[config.mk]
export PLATFORM = sky130hd
export DESIGN_NAME = vga_frame_source_sched
export DESIGN_NICKNAME = d
export VERILOG_FILES = /design/src/rtl/vga_frame_source_sched.sv
export SDC_FILE = /design/constraint.sdc
export NUM_CORES = 1
export LEC_CHECK = 0
export BUFFER_PORTS_ARGS = -buffer_cell sky130_fd_sc_hd__buf_2
export CORE_UTILIZATION = 52
export DETAILED_ROUTE_END_ITERATION = 12
export GPL_TIMING_DRIVEN = 0
export PLACE_DENSITY = 0.95
export SLEW_MARGIN = 30
export SYNTH_ARGS = -nofsm -noshare
export SYNTH_HDL_FRONTEND = slang
export SYNTH_SLANG_ARGS = --single-unit
[constraint.sdc]
create_clock -name i_Clk -period 3.53 [get_ports i_Clk]
set_input_delay 0 -clock i_Clk [delete_from_list [all_inputs] [get_ports i_Clk]]
set_output_delay 0 -clock i_Clk [all_outputs]
set_load 0.03 [all_outputs]
[src/rtl/vga_frame_source_sched.sv]
// vga_frame_source_sched: hands the VGA pixel path to one requesting source per frame,
// round-robin with a minimum hold time, and forwards its blanked pixels with delay-matched syncs.
module vga_frame_source_sched #(
    parameter int VIDEO_WIDTH = 3,
    parameter int NUM_SRC     = 4,
    parameter int HOLD_FRAMES = 2
) (
    input  logic                           i_Clk,
    input  logic                           i_Rst_L,
    input  logic                           i_HSync,
    input  logic                           i_VSync,
    input  logic [NUM_SRC-1:0]             i_Req,
    input  logic [NUM_SRC*VIDEO_WIDTH-1:0] i_Red_Video,
    input  logic [NUM_SRC*VIDEO_WIDTH-1:0] i_Grn_Video,
    input  logic [NUM_SRC*VIDEO_WIDTH-1:0] i_Blu_Video,
    output logic [NUM_SRC-1:0]             o_Grant,
    output logic                           o_Frame_Start,
    output logic                           o_HSync,
    output logic                           o_VSync,
    output logic [VIDEO_WIDTH-1:0]         o_Red_Video,
    output logic [VIDEO_WIDTH-1:0]         o_Grn_Video,
    output logic [VIDEO_WIDTH-1:0]         o_Blu_Video
);
    localparam int IW = $clog2(NUM_SRC);
    localparam int CW = $clog2(HOLD_FRAMES + 2);

    // {found, index} of the first requester at or after ptr, ascending with wrap
    function automatic logic [IW:0] rr_pick(input logic [NUM_SRC-1:0] req, input logic [IW-1:0] ptr);
        rr_pick = '0;
        for (int i = NUM_SRC - 1; i >= 0; i--) begin
            if (req[(int'(ptr) + i) % NUM_SRC]) rr_pick = {1'b1, IW'((int'(ptr) + i) % NUM_SRC)};
        end
    endfunction

    logic          r_own;
    logic          r_VSync_d;
    logic [IW-1:0] r_owner;
    logic [IW-1:0] r_ptr;
    logic [CW-1:0] r_cnt;
    logic [IW:0]   w_all;
    logic [IW:0]   w_oth;
    logic [IW:0]   w_sel;
    logic [CW-1:0] w_cmp;
    logic          w_keep;
    logic          w_boundary;
    logic          w_active;
    logic          w_owner_req;

    assign w_boundary  = i_VSync & ~r_VSync_d;
    assign w_active    = i_HSync & i_VSync & r_own;
    assign w_cmp       = r_cnt + CW'(1);
    assign w_owner_req = r_own & i_Req[r_owner];
    assign w_all       = rr_pick(i_Req, r_ptr);
    assign w_oth       = rr_pick(i_Req & ~(NUM_SRC'(1) << r_owner), r_ptr);
    // A still-requesting owner yields only once its hold is served and someone else waits
    assign w_keep      = w_owner_req & ~((w_cmp >= CW'(HOLD_FRAMES)) & w_oth[IW]);
    assign w_sel       = w_owner_req ? w_oth : w_all;

    always_ff @(posedge i_Clk or negedge i_Rst_L) begin
        if (!i_Rst_L) begin
            r_own         <= 1'b0;
            r_VSync_d     <= 1'b1;
            r_owner       <= '0;
            r_ptr         <= '0;
            r_cnt         <= '0;
            o_Grant       <= '0;
            o_Frame_Start <= 1'b0;
            o_HSync       <= 1'b0;
            o_VSync       <= 1'b0;
            o_Red_Video   <= '0;
            o_Grn_Video   <= '0;
            o_Blu_Video   <= '0;
        end else begin
            r_VSync_d     <= i_VSync;
            o_Frame_Start <= w_boundary;
            o_HSync       <= i_HSync;
            o_VSync       <= i_VSync;
            o_Red_Video   <= w_active ? i_Red_Video[r_owner*VIDEO_WIDTH +: VIDEO_WIDTH] : '0;
            o_Grn_Video   <= w_active ? i_Grn_Video[r_owner*VIDEO_WIDTH +: VIDEO_WIDTH] : '0;
            o_Blu_Video   <= w_active ? i_Blu_Video[r_owner*VIDEO_WIDTH +: VIDEO_WIDTH] : '0;
            if (w_boundary) begin
                if (w_keep) begin
                    r_cnt <= (w_cmp > CW'(HOLD_FRAMES)) ? CW'(HOLD_FRAMES) : w_cmp;
                end else if (w_sel[IW]) begin
                    r_own   <= 1'b1;
                    r_owner <= w_sel[IW-1:0];
                    r_ptr   <= IW'((int'(w_sel[IW-1:0]) + 1) % NUM_SRC);
                    r_cnt   <= '0;
                    o_Grant <= NUM_SRC'(1) << w_sel[IW-1:0];
                end else begin
                    r_own   <= 1'b0;
                    o_Grant <= '0;
                end
            end
        end
    end
endmodule

==> out/qor.yml, run 1 <==
arrival_ns: 2.43
grt_max_degree: 25
rrSetupSlack_ns: 1.32
setup_violations: 0
cp_max_fo: 10
fin_area_um2: 1900
min_period_ns: 2.21
clock-sinks: 24
die_area_um2: 3150
gp_congestion: 0.921
drtPass1Iterations: 4
grt_setup_unrepaired: "no"
wl_per_cell_um: 14.8
r2r-end: "o_Grant[0]"
met2_length_mm: 1.93
dp_hpwl_mm: 2.80
hold-worst-slack_ns: 0.113
yosysSeqAreaShare: 0.396
rows: 19
r2r.worst_path.cells: 9
path_cells: "buf_4, nor3b_1, nand2_1, a31o_2, nor2b_1, buf_2, inv_1, nor2_1, a22o_1"
placed_area_um2: 1850
muxShareOfSynthArea: 0.169
fin_cells: 241
final-hold-violation-count: 0
leakage_nw: 0.928
overflow: 0
worstSkewPairLatency_ns: 0.32
drt-met1-wl_mm: 1.37
fillers: 198
synth_cells: 146
layout-drive-gt1-share: 0.410
final_nets: 256
synth_xor_area_frac: 0.00576
dp.cells: 234
die_w_um: 56.1
finClkSkew_ns: 0.0117
numCtsBuffers: 3
hold_class: "primary input to register"
synth_edf_count: 0
pin_count: 60
syn-num-nets: 191
drt_wl_total_mm: 3.57
viasPerCell: 5.96
period_share: 0.625
max_freq_mhz: 453
core_um2: 2760
antenna_found_initial: 0
synth_top_family_by_area: "compound AO/OA/AOI/OAI gates"
grt_pass1_wl_mm: 5.90
p_per_area_nw_per_um2: 696
cp-end-kind: "register"
synthAdderAreaFrac: 0.0222
critical_path.top_delay_family: "simple AND/OR/NAND/NOR gates"
vias: 1436
vdd_drop_max_uv: 529
grt_pass1_vias: 1379
drt.antenna.violating_nets: 0
utilization: 0.690
diodes: 0
cp-start-kind: "register"
cts_setup_buffers: 0
worst_r2r_startpoint: "r_owner[0]"
ys.warnings.count: 0
root_buffer: "clkbuf_4"
cp.depth: 9
route.met3.wl_um: 203
synth_cell_type_count: 49
synth-simple-area-share: 0.157
outcome: "complete, no violations"
cts_buffer_depth: 2
max_stage_delay_ns: 0.47
port_buffers: 57
maxCapViolCount: 0
path_class: "register to register"
synth-async-reset-ratio: 1.00
die_y_um: 56.1
cts_tree: "built"
htree_levels: 1
synth_compound_gate_area_share: 0.183
maxSlewHeadroom: 0.447
synth-seq-cells: 24
clk_pin_slew_ns: 0.13
ys.flop_type: "dfrtp_1"
critPathBufInv: 3
crit_slowest_cell: "dfrtp_1"
dr.max_layer_used: "met4"
start_util: 0.552
syn-cell-area_um2: 1520
crit_path_end: "o_Grant[0]"
hold_start: "i_Grn_Video[0]"
slew_viol_final: 0
required_ns: 3.75
initialDrtViolationCount: 66
worst_pin_slew_ns: 0.818
grt_use_total: 0.241
route.detailed.drc: 0
setup_tns_ns: 0
crit_start: "r_owner[0]"
area_delta_synth_final_pct: 25.0
postSynthAreaPerCell_um2: 10.4
==> per-layer routing <==
metal	global-route usage	vias to the layer above
li1	-	663
met5	0	-
met3	0.0163	6
met4	0.0871	0
met1	0.293	694
met2	0.449	73
==> state kept, by name (all words and copies together), names as in the netlist, 2 cells and up <==
name / count
r_ptr: 2
r_cnt: 2
o_Grn_Video: 3
r_owner: 2
o_Grant: 4
o_Red_Video: 3
o_Blu_Video: 3
==> how the worst min path moves through the flow <==
stage	end	cells after the start
3_3_place_gp	r_ptr[1]	1
5_1_grt	o_Blu_Video[0]	3
3_5_place_dp	o_Grant[3]	1
2_1_floorplan	o_Blu_Video[0]	0
4_1_cts	o_Grn_Video[0]	3
6_report	o_Grn_Video[0]	3
==> cell type report <==
| cell class | instances | area [µm²] | share of cell area |
|---|---|---|---|
| multi-input combinational | 101 | 816 | 0.429 |
| tap | 31 | 38.8 | 0.0204 |
| inverter | 10 | 40.0 | 0.0211 |
| sequential | 24 | 602 | 0.316 |
| clock buffer | 4 | 26.3 | 0.0138 |
| buffer | 11 | 63.8 | 0.0336 |
| timing repair buffer | 60 | 315 | 0.166 |
==> per-stage QoR <==
step | setup slack (ns) | total power [mW]
3_3_place_gp | 1.44 | 1.18
3_5_place_dp | 1.37 | 1.20
5_1_grt | 1.16 | 1.42
2_1_floorplan | 1.57 | 1.02
4_1_cts | 1.34 | 1.32
6_report | 1.32 | 1.32
==> placed cells by master (no fill, tap or decap), drive strengths merged, types with 4 or more instances in the layout <==
cell type,n
inv,10
nor2b,14
buf,66
o21ai,5
a21oi,8
dfrtp,23
nand2,16
clkbuf,6
mux4,10
o211ai,4
nor2,6
==> what timing repair did <==
action | CTS | global route
resized for setup | 0 | 0
hold buffers | 3 | 0
endpoints found under the hold margin | 28 | 0
==> tightest hold or removal path: stages <==
cell and delay (ns):
buf_2 0.07, mux4_2 0.20, nor2b_1 0.11
==> cell usage after synthesis (4+ instances only) <==
cell / instances / share of area
a21oi_1: 8 / 0.026
buf_2: 6 / 0.020
dfrtp_1: 23 / 0.38
inv_1: 9 / 0.022
mux4_2: 10 / 0.15
nand2_1: 16 / 0.039
nor2_1: 6 / 0.015
nor2b_1: 13 / 0.053
o211ai_1: 4 / 0.020
o21ai_0: 5 / 0.016
==> power breakdown <==
group	switching, mW	total, mW	internal, mW
clock network	0.0773	0.122	0.0442
logic	0.447	0.817	0.370
registers	0.0424	0.386	0.344
total	0.566	1.32	0.758
==> cell families (layout without fill, tap and decap cells) <==
kind of cell / after synthesis / after routing
AND/OR/NAND/NOR: 45 / 45
AO/OA/AOI/OAI: 39 / 39
flip-flops: 24 / 24
XOR/XNOR: 1 / 1
adder cells (fa/ha/maj): 3 / 3
buffers and inverters: 21 / 85
multiplexers: 13 / 13
Note: power is estimated with default switching activity, not from simulation.
==> run 2, diff against run 1 <==
CORE_UTILIZATION = 44   (was 52)
PLACE_DENSITY = 0.87   (was 0.95)
clock period = 1.8 ns   (was 3.53 ns; I/O delays follow)
==> out/qor.yml, run 2 (synthesis gave the netlist of run 1 again) <==
drt.antenna.violating_nets: 0
arrival_ns: 2.34
overflow: 0
max_freq_mhz: 470
hold-worst-slack_ns: 0.104
grt_pass1_vias: 1438
final_cell_mix: "60 x buf_2, 21 x dfrtp_1, 15 x nand2_1"
layout-drive-gt1-share: 0.530
die_area_um2: 3700
rrSetupSlack_ns: -0.33
root_buffer: "clkbuf_4"
drt_wl_total_mm: 4.37
start_util: 0.479
cp-end-kind: "register"
grt_max_degree: 25
p_per_area_nw_per_um2: 1490
route.detailed.drc: 0
worst_pin_slew_ns: 0.710
min_period_ns: 2.13
required_ns: 2.01
utilization: 0.669
cts_tree: "built"
largest_reg_flops: 4
die_w_um: 60.8
wl_per_cell_um: 16.6
outcome: "finished, violations left"
final-hold-violation-count: 0
rows: 20
clock-sinks: 24
grt_pass1_wl_mm: 6.69
core_um2: 3180
vias: 1539
hold_class: "primary input to register"
diodes: 0
gp_congestion: 0.910
cp_max_fo: 6
cp-start-kind: "register"
initialDrtViolationCount: 202
leakage_nw: 1.02
p_total_mw: 3.16
dp.cells: 247
period_share: 1.18
layout_setup_ws_ns: -0.329
fillers: 252
fin_cells: 263
largest-register: "o_Grant"
path_class: "register to register"
vdd_drop_max_uv: 731
maxSlewHeadroom: 0.522
finClkSkew_ns: 0.00907
antenna_found_initial: 0
pin_count: 60
port_buffers: 57
grt_setup_unrepaired: "yes"
final_nets: 265
setup_violations: 9
final_common_cell: "buf_2"
viasPerCell: 5.85
clk_pin_slew_ns: 0.13
grt_use_total: 0.253
area_delta_synth_final_pct: 39.6
setup_tns_ns: -1.75
htree_levels: 1
maxCapViolCount: 0
dp_hpwl_mm: 2.80
slew_viol_final: 0
drtPass1Iterations: 4
die_y_um: 60.8
violations: "setup timing"
cts_buffer_depth: 2
numCtsBuffers: 3
worstSkewPairLatency_ns: 0.31
-- run 2: changes by cell type in the layout (fill, tap and decap cells not counted), moves of 2 or more --
cell and delta:
buf_4 +10, buf_2 -3, a21oi_1 -2, a21oi_2 +2
buf_6 +2, clkbuf_1 -2, dfrtp_1 -2, dfrtp_2 +2
o21ai_0 -2, o21ai_1 +2
-- run 2: final cells by class --
class	instances	area, µm²	area share
Multi-Input combinational cell	101	907	0.427
Timing Repair Buffer	70	390	0.184
Tap cell	44	55.1	0.0259
Clock buffer	3	22.5	0.0106
Inverter	10	40.0	0.0188
Clock inverter	1	30.0	0.0141
Buffer	10	75.1	0.0353
Sequential cell	24	604	0.284
-- run 2: where the power goes --
group	internal (mW)	switching, mW	leakage, nW	total [mW]
logic	0.940	1.03	0.692	1.97
clock network	0.225	0.158	0.0279	0.383
registers	0.679	0.124	0.304	0.802
-- run 2: worst paths after layout --
| path | to | cells after the start | from |
|---|---|---|---|
| max reg2reg | r_ptr[1] | 9 | r_owner[0] |
| min in group asynchronous | r_cnt[1] | 2 | i_Rst_L |
| min reg2reg | r_cnt[0] | 2 | r_cnt[0] |
| min | o_Grn_Video[0] | 3 | i_Grn_Video[0] |
| max in group asynchronous | r_ptr[1] | 2 | i_Rst_L |
| max | r_ptr[1] | 9 | r_owner[0] |
-- run 2: per-layer routing --
metal,part of all wire,up-vias,global-route usage
li1,-,686,-
met1,0.38,756,0.296
met2,0.53,81,0.466
met3,0.061,16,0.0299
met4,0.030,0,0.107
met5,0,-,0
-- run 2: worst max-delay path: stages (launching register included) --
cell and delay, ns:
dfrtp_2 0.47, buf_6 0.15, mux2i_2 0.16, a32oi_2 0.26, a31o_4 0.20, nor2b_4 0.14, buf_6 0.13, nand2_1 0.07
o32ai_2 0.27, o21ba_1 0.17
-- run 2: repair_timing --
action,CTS,global route
pin swaps,7,4
hold endpoints to repair,27,0
setup buffers,8,2
hold buffers,3,0
endpoints found under the setup margin,9,10
gates resized for setup,7,12
-- run 2: per-stage QoR --
step           cell area (µm²)  setup WS [ns]
5_1_grt                   2120         -0.382
6_report                  2120         -0.329
4_1_cts                   2060         -0.241
2_1_floorplan             1550         -0.148
3_3_place_gp              1890         -0.265
3_5_place_dp              1890         -0.271
